**config.mk**
```make
export PLATFORM = sky130hd
export DESIGN_NAME = avg_accum_p
export DESIGN_NICKNAME = d
export VERILOG_FILES = /design/src/rtl/avg_pkg.sv /design/src/rtl/avg_datapath.sv /design/src/rtl/avg_accum_p.sv
export SDC_FILE = /design/constraint.sdc
export NUM_CORES = 1
export LEC_CHECK = 0
export ABC_CLOCK_PERIOD_IN_PS = 2210
export CORE_MARGIN = 4
export CORE_UTILIZATION = 55
export CTS_CLUSTER_DIAMETER = 40
export DETAILED_ROUTE_END_ITERATION = 8
export DONT_BUFFER_PORTS = 1
export GPL_TIMING_DRIVEN = 1
export PLACE_DENSITY = 0.7
export SETUP_SLACK_MARGIN = 0.1
export SYNTH_ARGS = -nofsm -noshare
export SYNTH_HDL_FRONTEND = slang
export SYNTH_SLANG_ARGS = --single-unit
```
**constraint.sdc**
```tcl
create_clock -name clk -period 2.21 [get_ports clk]
set_input_delay 0.221 -clock clk [delete_from_list [all_inputs] [get_ports clk]]
set_output_delay 0.221 -clock clk [all_outputs]
set_load 0.05 [all_outputs]
```
**src/rtl/avg_pkg.sv**
```systemverilog
// Shared types and arithmetic helper for the parametrised averaging block.
package avg_pkg;

  typedef enum logic [1:0] {
    IDLE  = 2'd0,
    ACCUM = 2'd1,
    DONE  = 2'd2
  } state_t;

  // Divide a sum by 2**log2n, optionally rounding half up.
  // Worked in 64 bits so the bias add can never wrap for any sane width;
  // callers truncate the result back to their sample width.
  function automatic logic [63:0] round_shift(input logic [63:0] sum,
                                              input int          log2n,
                                              input logic        rnd);
    logic [63:0] bias;
    bias = 64'd0;
    if (rnd && (log2n > 0)) bias = 64'd1 << (log2n - 1);
    return (sum + bias) >> log2n;
  endfunction

endpackage

```
**src/rtl/avg_datapath.sv**
```systemverilog
// Accumulator, sample counter and result registers for avg_accum_p.
module avg_datapath #(
  parameter int DW    = 8,
  parameter int LOG2N = 3,
  parameter int ROUND = 0
) (
  input  logic                  clk,
  input  logic                  rst,
  input  logic                  clr,
  input  logic                  acc_en,
  input  logic                  load_res,
  input  logic [DW-1:0]         din,
  output logic [LOG2N-1:0]      cnt,
  output logic [DW+LOG2N-1:0]   sum,
  output logic [DW-1:0]         avg
);
  import avg_pkg::*;

  localparam int SW = DW + LOG2N;

  logic [SW-1:0]    acc_q, acc_d, acc_next;
  logic [LOG2N-1:0] cnt_q, cnt_d;
  logic [SW-1:0]    sum_q, sum_d;
  logic [DW-1:0]    avg_q, avg_d;

  // Next accumulator/counter/result values; results capture the total
  // including the sample accepted on the same edge.
  always_comb begin
    acc_next = acc_q + SW'(din);
    acc_d    = acc_q;
    cnt_d    = cnt_q;
    sum_d    = sum_q;
    avg_d    = avg_q;
    if (clr) begin
      acc_d = '0;
      cnt_d = '0;
    end else if (acc_en) begin
      acc_d = acc_next;
      cnt_d = cnt_q + LOG2N'(1);
    end
    if (load_res) begin
      sum_d = acc_next;
      avg_d = DW'(round_shift(64'(acc_next), LOG2N, ROUND != 0));
    end
  end

  // Datapath registers with synchronous reset.
  always_ff @(posedge clk) begin
    if (rst) begin
      acc_q <= '0;
      cnt_q <= '0;
      sum_q <= '0;
      avg_q <= '0;
    end else begin
      acc_q <= acc_d;
      cnt_q <= cnt_d;
      sum_q <= sum_d;
      avg_q <= avg_d;
    end
  end

  assign cnt = cnt_q;
  assign sum = sum_q;
  assign avg = avg_q;

endmodule

```
**src/rtl/avg_accum_p.sv**
```systemverilog
// Averaging block: collects 2**LOG2N samples after start, reports sum and mean.
//
// state | meaning
// IDLE  | waiting for start; results of the last run held
// ACCUM | accepting samples on din_valid until the last one
// DONE  | one cycle, results fresh; start here chains a new run
module avg_accum_p #(
  parameter int DW    = 8,
  parameter int LOG2N = 3,
  parameter int ROUND = 0
) (
  input  logic                clk,
  input  logic                rst,
  input  logic                start,
  input  logic [DW-1:0]       din,
  input  logic                din_valid,
  output logic                din_ready,
  output logic                ready,
  output logic                busy,
  output logic                done,
  output logic [LOG2N-1:0]    cnt,
  output logic [DW+LOG2N-1:0] sum,
  output logic [DW-1:0]       avg
);
  import avg_pkg::*;

  // Sample counter value while the final sample of a run is being offered.
  localparam logic [LOG2N-1:0] CNT_LAST = '1;

  state_t state_q, state_d;
  logic   clr, acc_en, load_res;

  // Next-state and datapath control decode.
  always_comb begin
    state_d  = state_q;
    clr      = 1'b0;
    acc_en   = 1'b0;
    load_res = 1'b0;
    case (state_q)
      IDLE: begin
        if (start) begin
          clr     = 1'b1;
          state_d = ACCUM;
        end
      end
      ACCUM: begin
        if (din_valid) begin
          acc_en = 1'b1;
          if (cnt == CNT_LAST) begin
            load_res = 1'b1;
            state_d  = DONE;
          end
        end
      end
      DONE: begin
        if (start) begin
          clr     = 1'b1;
          state_d = ACCUM;
        end else begin
          state_d = IDLE;
        end
      end
      default: state_d = IDLE;
    endcase
  end

  // State register with synchronous reset.
  always_ff @(posedge clk) begin
    if (rst) state_q <= IDLE;
    else     state_q <= state_d;
  end

  assign busy      = (state_q == ACCUM);
  assign din_ready = busy;
  assign done      = (state_q == DONE);
  assign ready     = (state_q == IDLE) || (state_q == DONE);

  avg_datapath #(
    .DW    (DW),
    .LOG2N (LOG2N),
    .ROUND (ROUND)
  ) u_dp (
    .clk      (clk),
    .rst      (rst),
    .clr      (clr),
    .acc_en   (acc_en),
    .load_res (load_res),
    .din      (din),
    .cnt      (cnt),
    .sum      (sum),
    .avg      (avg)
  );

endmodule

```
Word level (Yosys, flattened, before mapping)
Cells that the tools add are included.

Equality and inequality tests: 6. $add $sub $neg: 2. Reductions and logical operators: 5. Muxes and demuxes: 12.

Operator list (number): $add A11 B8 Y11 (1); $mux W1 (8); $mux W2 (3); $pmux W2 S3 (1); $ne A2 B2 Y1 const B (2); $reduce_or A2 Y1 (2); $add A3 B1 Y3 const B (1); $eq A3 B3 Y1 const B (1); $reduce_and A3 Y1 (1); $eq A2 B1 Y1 const B (1); $eq A2 B2 Y1 const B (1); $logic_not A2 Y1 (1); $ne A2 B1 Y1 const B (1); $logic_or A1 B1 Y1 (1).

Register bits: 35. Logic and storage cells: 30. Output and inout port bits: 26.

Depth between registers and ports, before layout
Depth after elaboration: 4. Gate-level depth with buffers: 8. Gate-level depth less buffers: 8.

Modules after synthesis
From an unflattened synthesis, not the netlist that was laid out.

Cell total of the unflattened synthesis: 172. Area, all modules: 1542.7 µm².

Modules (own cells, without submodules): avg_datapath (area each 1416.4 µm², cells an instance 157, seq. area each 500.5 µm², instances 1); avg_accum_p (area each 126.4 µm², cells an instance 15, seq. area each 40.0 µm², instances 1).

Least setup slack after synthesis
OpenSTA, ideal clock, no wires.

Kind: flip-flop to flip-flop. Start point: register u_dp.acc_q[0]. End point: register u_dp.sum_q[10] (netlist: u_dp.sum[10]). Path buffers: 0. Required time: 2122 ps. Stages on the path, launching flop included: 9. Period minus slack after synthesis: 2044 ps. Arrival: 1956 ps. Setup slack: 166 ps. Cell sequence: dfxtp_1 -> ha_1 -> inv_1 -> fa_1 -> nand2b_1 -> a211oi_2 -> o21ai_1 -> or3_1 -> a311oi_2.

Word-level cells in the longest chain between the ends: 1.

Ends and longest elaborated chain: from (decl) (RTL line avg_datapath.sv:21) `logic [SW-1:0] acc_q, acc_d, acc_next;`; from (signal assigned) (RTL line avg_datapath.sv:50) `acc_q <= '0;`; from (signal assigned) (RTL line avg_datapath.sv:55) `acc_q <= acc_d;`; $add A11 B8 Y11 (RTL line avg_datapath.sv:29) `acc_next = acc_q + SW'(din);`; to (signal assigned) (RTL line avg_datapath.sv:57) `sum_q <= sum_d;`; to (decl) (RTL line avg_datapath.sv:23) `logic [SW-1:0] sum_q, sum_d;`.

No other way between the ends. A chain may end at the register's enable or synchronous reset.

Worst setup path in the final report
Start point: register u_dp.acc_q[0]. End point: register u_dp.acc_q[10].

Word-level cells in the longest chain between the ends: 1.

Ends and longest elaborated chain (RTL line): $add A11 B8 Y11 (avg_datapath.sv:29).

No other way between the ends.

==> impl.org <==
** Outcome
- Result of the run :: finished, final reports clean

** STA
- The routed design could run at a clock period as short as 2.07 ns.
- Setup violations remaining at the end of the flow were counted as 0.
- At the pin with the least slew margin, the transition time is 0.517 ns.
- Dividing the final minimum period by the clock period gives 0.935.
- Number of hold violations in the final report :: 0
- RSZ-0062 raised after global routing :: false
- Across all setup checks in the final design, the least slack found is 0.143 ns.
- In the final timing run, aggregate negative setup slack is 0 ns.
- Max-slew headroom :: 0.655
- Timing would allow up to 0.484 GHz.
- The clock arrives with 0.00815 ns of skew.
- The number of max-slew violations in the final report is 0.

** Global route
- The number of global-route vias before repair is 1,128.
- The number of antenna violations at the first check in global routing was 0.
- Summed over all layers, the global routing overflow is 0.
- In the global route stage, overall resource usage came out at 0.185.
- Entering global routing, the biggest net connects 17 pins.
- First-pass GRT wire length :: 4.94 mm

** Critical path
- Destination of the worst register-to-register timing path :: u_dp.acc_q[10]$_SDFFE_PP0P_
- Launching point of the worst reg2reg path :: u_dp.acc_q[0]$_SDFFE_PP0P_
- Data arrival time at the worst-slack endpoint :: 2.34 ns
- The worst setup path is of the reg2reg kind.
- Flop2flop setup slack :: 0.14 ns
- Max Fanout on Critical Path :: 3
- STA classifies the critical path endpoint as a flip-flop.
- Data on the critical path is required at its endpoint by 2.49 ns.
- Cell count of the worst reg-to-reg path :: 8
- Startpoint types :: flip-flop

** Place
- At the end of routability-driven placement, the weighted congestion stood at 0.798.
- At the placement stage, the worst setup path has a slack of 0.0589 ns.
- Buffers added on ports :: 0
- Detailed placement finished with a half-perimeter wire length of 2.30 mm.

** Min path
- The worst hold path belongs to the class in2reg.
- Endpoint, Worst Hold :: u_dp.avg[5]$_SDFFE_PP0P_
- Launch instance of the worst min-delay path :: rst
- The worst hold path passes through 2 cells.

** Detailed routing
- After detailed routing, the number of vias per cell comes to 5.71.
- The detailed router finished its first iteration with 30 violations.
- Once detail routing completed, the nets flagged for antenna violations numbered 0.
- The routed design has 3.21 mm of wire.
- Routed length per placed instance :: 15.3 µm
- Total via count after detailed routing :: 1,200
- Detailed Routing Iterations Pass 1 :: 4
- In the routed design, unresolved DRC markers number 0.

** Floorplanning
- The initial utilization of the core area, before any placement, comes to 0.588.
- Die span in y :: 59.9 µm
- 38 I/O pins were placed.
- Core outline area :: 2520 µm²
- Total Die Area :: 3590 µm²
- Number of rows created at floorplan :: 18
- Die X-Extent :: 59.9 µm

** Logic synthesis
- Top-area cell type share of the netlist area :: 0.364
- Main area contributors after synthesis :: sky130_fd_sc_hd__dfxtp_1, sky130_fd_sc_hd__ha_1, sky130_fd_sc_hd__nand2_1
- Synthesized area :: 1480 µm²
- Of all cell types, the one taking the most synthesized area is sky130_fd_sc_hd__dfxtp_1.
- Library cells used by synthesis :: 40
- After technology mapping, the gate count stands at 174.
- In this run, synthesis produced a sequential element count of 27.
- Synthesis produced a netlist with a net count of 197.
- Mean instance size in the synthesized netlist :: 8.53 µm²
- The Yosys step of the flow raised 0 warnings.
- Sequential share of the synthesized area :: 0.364

** Job
- Max-cap violation count :: 0

** Power and ir drop
- The share of total power dissipated in sequential elements is 0.587.
- Of the total power, the share spent switching nets is 0.287.
- The internal portion of the total power is 0.000605 W.
- Total leakage power :: 0.653 nW
- The share of total power dissipated in combinational logic is 0.148.
- Reported net switching power :: 0.000244 W
- Share of power burned in the clock network :: 0.264
- Worst ir drop on vdd :: 0.000456 V
- Dividing total power by cell area gives a power density of 520 nW/µm².
- The completed layout was analyzed and its total power is 0.000849 W.

** Clock tree
- In this run the clock root is driven by a sky130_fd_sc_hd__clkbuf_4.
- No sink is reached through more buffers than the 2 on the longest clock path.
- Number of buffers added by the clock tree synthesis step :: 3
- H-tree depth reported by CTS :: 1
- CTS tree :: done
- Worst-path clk slew :: 0.16 ns
- The tree built by TritonCTS fans out to 27 sinks.
- Clock insertion delay at the later pin of the skew report :: 0.33 ns

** Layout
- Fraction of final layout cells with drive strength greater than 1 :: 0.200
- Antenna fix cells :: 0
- From synthesis to final layout, the design area changed by 9.95%.
- Utilization after layout :: 0.647
- Number of nets at the end of the flow :: 204
==> how the worst max path moves through the flow <==
stage                                          start                     endpoint  depth (start not counted)
after floorplan           u_dp.acc_q[0]$_SDFFE_PP0P_    u_dp.sum[10]$_SDFFE_PP0P_                          8
after global placement    u_dp.acc_q[0]$_SDFFE_PP0P_    u_dp.sum[10]$_SDFFE_PP0P_                          8
after detailed placement  u_dp.acc_q[0]$_SDFFE_PP0P_    u_dp.sum[10]$_SDFFE_PP0P_                          8
after CTS                 u_dp.acc_q[0]$_SDFFE_PP0P_    u_dp.sum[10]$_SDFFE_PP0P_                          8
after global routing      u_dp.acc_q[0]$_SDFFE_PP0P_  u_dp.acc_q[10]$_SDFFE_PP0P_                          8
final                     u_dp.acc_q[0]$_SDFFE_PP0P_  u_dp.acc_q[10]$_SDFFE_PP0P_                          8
==> Yosys cell counts <==
cell type / number
sky130_fd_sc_hd__nand2_1: 33
sky130_fd_sc_hd__dfxtp_1: 27
sky130_fd_sc_hd__a21oi_1: 19
sky130_fd_sc_hd__nor2_1: 12
sky130_fd_sc_hd__buf_4: 10
sky130_fd_sc_hd__ha_1: 10
sky130_fd_sc_hd__inv_1: 5
sky130_fd_sc_hd__xnor2_1: 4
sky130_fd_sc_hd__clkbuf_1: 3
sky130_fd_sc_hd__nand3b_1: 3
sky130_fd_sc_hd__o21ai_0: 3
sky130_fd_sc_hd__or3_1: 3
sky130_fd_sc_hd__xor2_1: 3
sky130_fd_sc_hd__a211oi_1: 2
sky130_fd_sc_hd__a211oi_2: 2
sky130_fd_sc_hd__a21o_1: 2
sky130_fd_sc_hd__a22o_1: 2
sky130_fd_sc_hd__and2_1: 2
sky130_fd_sc_hd__buf_2: 2
sky130_fd_sc_hd__nand3_1: 2
sky130_fd_sc_hd__nand4b_1: 2
sky130_fd_sc_hd__nor2b_1: 2
sky130_fd_sc_hd__nor3b_1: 2
sky130_fd_sc_hd__o211ai_1: 2
sky130_fd_sc_hd__or4_1: 2
sky130_fd_sc_hd__a211o_1: 1
sky130_fd_sc_hd__a2bb2oi_1: 1
sky130_fd_sc_hd__a311oi_2: 1
sky130_fd_sc_hd__a31o_2: 1
sky130_fd_sc_hd__and2b_1: 1
sky130_fd_sc_hd__and2b_2: 1
sky130_fd_sc_hd__and4_1: 1
sky130_fd_sc_hd__fa_1: 1
sky130_fd_sc_hd__nand2b_1: 1
sky130_fd_sc_hd__nor2_2: 1
sky130_fd_sc_hd__nor3_1: 1
sky130_fd_sc_hd__nor4b_2: 1
sky130_fd_sc_hd__o21ai_1: 1
sky130_fd_sc_hd__o31ai_4: 1
sky130_fd_sc_hd__or2_2: 1
==> per-stage QoR <==
| stage | hold WS (ns) | cell area, µm² | std cells |
|---|---|---|---|
| after floorplan | 0.417 | 1480 | 174 |
| after global placement | 0.291 | 1530 | 203 |
| after detailed placement | 0.293 | 1530 | 203 |
| after CTS | 0.0501 | 1600 | 209 |
| after global routing | 0.0315 | 1630 | 210 |
| final | 0.0553 | 1630 | 210 |
==> placed cells by master (no fill, tap or decap), types with 2 or more instances in the layout <==
cell type and instances:
sky130_fd_sc_hd__a211oi_1 2, sky130_fd_sc_hd__a21o_1 2, sky130_fd_sc_hd__a21oi_1 18, sky130_fd_sc_hd__a22o_1 2
sky130_fd_sc_hd__and2_1 2, sky130_fd_sc_hd__buf_4 16, sky130_fd_sc_hd__clkbuf_4 3, sky130_fd_sc_hd__dfxtp_1 26
sky130_fd_sc_hd__ha_1 9, sky130_fd_sc_hd__inv_1 5, sky130_fd_sc_hd__nand2_1 33, sky130_fd_sc_hd__nand3_1 2
sky130_fd_sc_hd__nand3b_1 3, sky130_fd_sc_hd__nand4b_1 2, sky130_fd_sc_hd__nor2_1 12, sky130_fd_sc_hd__nor2b_1 2
sky130_fd_sc_hd__nor3b_1 2, sky130_fd_sc_hd__o211ai_1 2, sky130_fd_sc_hd__o21ai_0 3, sky130_fd_sc_hd__or3_1 3
sky130_fd_sc_hd__or4_1 2, sky130_fd_sc_hd__xnor2_1 3, sky130_fd_sc_hd__xor2_1 3
==> logic make-up (layout without fill, tap and decap cells) <==
| family | after synthesis | after routing | synth area share |
|---|---|---|---|
| compound gates | 38 | 38 | 0.179 |
| simple gates | 71 | 71 | 0.240 |
| flops | 27 | 27 | 0.364 |
| fa+ha+maj | 11 | 11 | 0.0978 |
| xor+xnor | 7 | 7 | 0.0413 |
| buf+inv | 20 | 26 | 0.0776 |
==> routing by layer <==
| metal | up-vias | GRT usage | wire length [µm] |
|---|---|---|---|
| met2 | 24 | 0.327 | 1620 |
| met1 | 567 | 0.215 | 1360 |
| met5 | - | 0 | 0 |
| li1 | 601 | - | - |
| met4 | 0 | 0.0823 | 78 |
| met3 | 8 | 0.0346 | 154 |
==> cell type report <==
class	instances	area, µm²
clock buffers	3	22.5
inverters	5	18.8
repair buffers	17	130
fillers	223	891
multi-input cells	127	873
well taps	30	37.5
flip-flops and latches	27	542
clock inverters	1	7.51
==> flip-flops by register name, summed over array words and instances (netlist names) <==
signal,flops
state_q,2
u_dp.acc_q,11
u_dp.avg,7
u_dp.cnt,3
u_dp.sum,4
==> worst max-delay path, stage by stage (launching register included) <==
cell and delay, ns:
sky130_fd_sc_hd__dfxtp_2 0.38, sky130_fd_sc_hd__ha_4 0.13, sky130_fd_sc_hd__inv_1 0.05, sky130_fd_sc_hd__fa_2 0.34, sky130_fd_sc_hd__nand2b_4 0.16, sky130_fd_sc_hd__a211oi_4 0.24, sky130_fd_sc_hd__o211ai_1 0.16, sky130_fd_sc_hd__or3_1 0.40
sky130_fd_sc_hd__a21oi_2 0.15
==> power by group through the flow <==
| stage | Combinational (W) | Sequential, W | Clock [W] |
|---|---|---|---|
| 3_5_place_dp | 0.000113 | 0.000508 | 0 |
| 6_report | 0.000126 | 0.000498 | 0.000224 |
| 3_3_place_gp | 0.000111 | 0.000508 | 0 |
| 2_1_floorplan | 0.0000940 | 0.000511 | 0 |
| 4_1_cts | 0.000122 | 0.000498 | 0.000231 |
| 5_1_grt | 0.000137 | 0.000500 | 0.000254 |
==> what timing repair did <==
item / CTS / global route
pin swaps: 3 / 4
setup endpoints to repair: 3 / 5
endpoints found under the hold margin: 9 / 0
setup buffers: 1 / 1
hold buffers: 1 / 0
gates resized for setup: 5 / 4
Power figures use the tool's default switching activity.
